==> src/rtl/zpaq_ctx_hash_update.sv <==
// Order-1..NCTX context hash updater over a byte history, one shared multiplier, valid/ready on both sides.
// Latency NCTX+1 cycles per byte; ZPAQ_CTX_POS_SALT_EN salts the order-1 hash with the record position.
module zpaq_ctx_hash_update #(
  parameter int IN_DW  = 8,
  parameter int H_DW   = 32,
  parameter int NCTX   = 4,
  parameter int HMUL   = 773,
  parameter int HADD   = 512,
  parameter int POS_DW = 16
) (
  input  logic                 clk,
  input  logic                 rst,
  input  logic [IN_DW-1:0]     Byte,
  input  logic                 InputLast,
  input  logic                 InputValid,
  output logic                 InputReady,
  output logic [NCTX*H_DW-1:0] h,
  output logic [POS_DW-1:0]    pos,
  output logic                 OutputValid,
  input  logic                 OutputReady,
  output logic                 UpdateFinish
);

  localparam int KW = (NCTX > 1) ? $clog2(NCTX) : 1;

  typedef enum logic [1:0] {IDLE, HASH, OUT} state_t;

  state_t           state, stateNext;
  logic [IN_DW-1:0] hist [NCTX];
  logic [H_DW-1:0]  hReg [NCTX];
  logic [KW-1:0]    k, kPrev;
  logic             lastQ;
  logic             accept, handshake, kDone;
  logic [H_DW-1:0]  prevH, acc, hNext;

  assign accept       = InputValid & InputReady;
  assign handshake    = OutputValid & OutputReady;
  assign UpdateFinish = handshake;
  assign kDone        = (k == KW'(NCTX - 1));

  always_ff @(posedge clk) begin
    if (!rst) state <= IDLE;
    else      state <= stateNext;
  end

  always_comb begin
    stateNext   = state;
    InputReady  = 1'b0;
    OutputValid = 1'b0;
    case (state)
      IDLE: begin
        InputReady = 1'b1;
        if (InputValid) stateNext = HASH;
      end
      HASH: if (kDone) stateNext = OUT;
      OUT: begin
        OutputValid = 1'b1;
        if (OutputReady) stateNext = IDLE;
      end
      default: stateNext = IDLE;
    endcase
  end

  // Each HASH cycle chains the previous order's hash into the next one.
  always_comb begin
    kPrev = (k == '0) ? '0 : k - 1'b1;
    prevH = (k == '0) ? '0 : hReg[kPrev];
    acc   = prevH + H_DW'(hist[k]) + H_DW'(HADD);
`ifdef ZPAQ_CTX_POS_SALT_EN
    if (k == '0) acc = acc + H_DW'(pos);
`endif
    hNext = acc * H_DW'(HMUL);
  end

  always_ff @(posedge clk) begin
    if (!rst) begin
      for (int j = 0; j < NCTX; j++) begin
        hist[j] <= '0;
        hReg[j] <= '0;
      end
      k     <= '0;
      lastQ <= 1'b0;
      pos   <= '0;
    end else begin
      if (accept) begin
        for (int j = NCTX - 1; j > 0; j--) hist[j] <= hist[j-1];
        hist[0] <= Byte;
        lastQ   <= InputLast;
        k       <= '0;
      end
      if (state == HASH) begin
        hReg[k] <= hNext;
        if (!kDone) k <= k + 1'b1;
      end
      // A record end restarts both the history and the position count.
      if (handshake) begin
        if (lastQ) begin
          for (int j = 0; j < NCTX; j++) hist[j] <= '0;
          pos <= '0;
        end else if (pos != '1) begin
          pos <= pos + 1'b1;
        end
      end
    end
  end

  for (genvar i = 0; i < NCTX; i++) begin : g_pack
    assign h[i*H_DW +: H_DW] = hReg[i];
  end

endmodule
==> config.mk <==
export PLATFORM = sky130hd
export DESIGN_NAME = zpaq_ctx_hash_update
export DESIGN_NICKNAME = d
export VERILOG_FILES = /design/src/rtl/zpaq_ctx_hash_update.sv
export SDC_FILE = /design/constraint.sdc
export NUM_CORES = 1
export LEC_CHECK = 0
export BUFFER_PORTS_ARGS = -buffer_cell sky130_fd_sc_hd__buf_2
export CORE_UTILIZATION = 61
export CTS_BUF_LIST = sky130_fd_sc_hd__clkbuf_4 sky130_fd_sc_hd__clkbuf_8
export DETAILED_ROUTE_END_ITERATION = 16
export GPL_TIMING_DRIVEN = 0
export PLACE_DENSITY_LB_ADDON = 0.15
export SETUP_SLACK_MARGIN = 0.1
export SLEW_MARGIN = 15
export SYNTH_ARGS = -nofsm -noshare
export SYNTH_HDL_FRONTEND = slang
export SYNTH_SLANG_ARGS = --single-unit
==> constraint.sdc <==
create_clock -name clk -period 10.05 [get_ports clk]
set_input_delay 2.01 -clock clk [delete_from_list [all_inputs] [get_ports clk]]
set_output_delay 2.01 -clock clk [all_outputs]
set_load 0.03 [all_outputs]
==> metrics.txt <==
status=finished clean; unrepaired setup endpoints after global routing=false; die area=0.0216 mm^2; H-tree Lvls=4; Die Wd=approximately 150 um; Synth top cells by count=inv_1, edfxtp_1, nor2_1; final cycle utilization of the critical path=between 90% and 100%; CTS Buffer Depth=2; HP Class=flip-flop to flip-flop; Port Buffer Count=between 150 and 200; ant diodes=0; first-pass GRT wire length=approximately 53000 um; Hold Fails Final Rpt=0; share of cells above drive strength 1=18.2%; most frequent cell after synthesis=inv_1; synth unique cells=73; Final min period=between 9000 and 10000 ps; First-pass DRT Iterations=5; Routed WL per cell=between 20 and 25 um; crit start category=flip-flop; top cell type by total area after synthesis=edfxtp_1; CTS buffer count=17; Critical-path top delay cell=mux4_2; clk root buf=clkbuf_8; CP top delay family=adder cells; largest cells by area after synthesis=edfxtp_1, ha_1, fa_1; initial antenna violation count=1; dpl hpwl=around 27000 um; antenna-violating nets left=0; Crit Path Class=flip-flop to flip-flop; sequential share of the synthesized area=around two fifths; # IOs=160; EDFF count, synth=approximately 150; crit-path max FO=10; Clock Sinks=around 180; Worst-Margin Slew=roughly 1200 ps; Rows=52; initial core utilization=a little over three fifths; VDD IR-drop max=between 0.1 and 0.15 mV; Area growth syn-to-layout=12.4%; slowest stage delay, CP=570 ps; clk slew on worst S/H paths=approximately 120 ps; drt drc=0; Pwr Total=2.27 mW; Slew Limit Headroom=20.7%; GRT Total Usage=32.3%; mapped cell area=around 0.013 mm^2; Clock Skew=26.3 ps; Post-CTS Setup Bufs=0; top cell type's share of synthesized area=between 30 and 40%; Max Cap Viol=0; #FFs+latches synth=181; ys flop type=edfxtp_1; Vias/cell=about 5.9; Slew Limit Fails=0; post_cts resized=0; total congestion overflow=0; CTS tree=built; arrival time at the worst endpoint=between 9000 and 10000 ps; leakage dissipation=about 6.7 nW; Gate Count Post-Synth=1207; setup TNS=0 ps; Initial DRC Count=approximately 780; Crit. End Element=flip-flop; Power Density=157 mW/mm^2; Mean Syn Cell Area=10.6 um^2; asr flop ratio synth=0%; final WL=33900 um; vias in the first global route=approximately 9.6k; # nets final=1559; synth warn=0; largest net degree at the start of global routing=28; Routability Congestion=just over 0.9; core area=0.0204 mm^2; Vias=just under 10k; Fmax=106 MHz; clk_lat worst skew=480 ps; Crit path required time=about 10000 ps; post-synthesis net count=about 1.4k; fill cell total of the finished layout=around 1.5k; buffers and inverters on the worst path=12; endpoints failing setup=0; Die Y=~150 um
==> sequential cells by signal (all words and copies together) (netlist names) <==
name	cells
hist	32
k	2
pos	16
lastQ	1
state	2
hReg	128
==> cell type report <==
| class | instances | area (um^2) | area share, % |
|---|---|---|---|
| plain buffers | 37 | 219 | 1.52 |
| clock buffers | 18 | 248 | 1.72 |
| clock inverters | 14 | 130 | 0.901 |
| inverters | 177 | 664 | 4.60 |
| multi-input cells | 810 | 6810 | 47.2 |
| flip-flops and latches | 181 | 5140 | 35.6 |
| well taps | 270 | 338 | 2.34 |
| repair buffers | 162 | 878 | 6.08 |
==> stage by stage <==
stage / std cells / hold slack [ps] / instance area (um^2) / utilization (%) / worst slack (ps)
2_1_floorplan: 1207 / 472 / 12800 / - / 2080
3_3_place_gp: 1635 / 483 / 14000 / 68.4 / 802
3_5_place_dp: 1639 / 499 / 14100 / 68.8 / 644
4_1_cts: 1671 / 522 / 14400 / 70.7 / 602
5_1_grt: 1669 / 560 / 14400 / 70.7 / 145
6_report: 1669 / 517 / 14400 / 70.7 / 657
==> path summary, 6_finish.rpt <==
path / start / to / slack, ps / cells after the start
worst max-delay path: k[0]$_SDFF_PN0_ / hReg[3][30]$_DFFE_PP_ / 660 / 36
worst min-delay path: pos[15]$_SDFFE_PN0P_ / pos[15]$_SDFFE_PN0P_ / 520 / 2
worst max register to register: k[0]$_SDFF_PN0_ / hReg[3][30]$_DFFE_PP_ / 660 / 36
worst min register to register: pos[15]$_SDFFE_PN0P_ / pos[15]$_SDFFE_PN0P_ / 520 / 2
==> routing by layer <==
layer | GRT usage, % | vias up | part of all wire [%]
li1 | - | 4568 | -
met1 | 46.3 | 4811 | 43
met2 | 48.1 | 493 | 45
met3 | 8.73 | 50 | 10
met4 | 9.95 | 0 | 1.8
met5 | 0 | - | 0
==> worst min-delay path, cell delays in order, from the launching register on <==
cell and delay [ps]:
dfxtp_1 350, o21ai_0 80, a21oi_1 60
==> report_power, final <==
| part | internal, mW | switching (mW) | leakage, nW |
|---|---|---|---|
| Sequential | 0.866 | 0.0272 | 1.82 |
| Clock | 0.190 | 0.309 | 0.196 |
| Combinational | 0.313 | 0.564 | 4.69 |
| Total | 1.37 | 0.900 | 6.71 |
==> logic make-up (layout without fill, tap and decap cells) <==
| group | count (synthesis) | in the layout | synth area share, % |
|---|---|---|---|
| flops | 181 | 181 | 40.1 |
| mux | 47 | 47 | 7.88 |
| compound gates | 152 | 152 | 7.98 |
| buf+inv | 216 | 408 | 6.94 |
| fa+ha+maj | 160 | 160 | 17.8 |
| xor+xnor | 71 | 71 | 4.84 |
| simple gates | 380 | 380 | 14.5 |
==> cells in the final DEF (no fill, tap or decap), drive strengths merged, types with 8 or more instances in the layout <==
master	instances
inv	188
buf	170
edfxtp	152
nor2	149
ha	123
nand2	66
and2	52
clkbuf	46
mux4	39
xnor2	38
fa	37
o21ai	34
xor2	33
dfxtp	29
a21oi	29
nand3	22
a21o	20
nand4	16
nor2b	14
a22oi	12
or3	11
nor3	10
o31ai	10
and3	10
o311ai	8
==> repair_timing <==
action | CTS | global route
setup endpoints to repair | 0 | 19
hold buffers | 0 | 0
hold endpoints to repair | 0 | 0
Power figures use the tool's default switching activity.
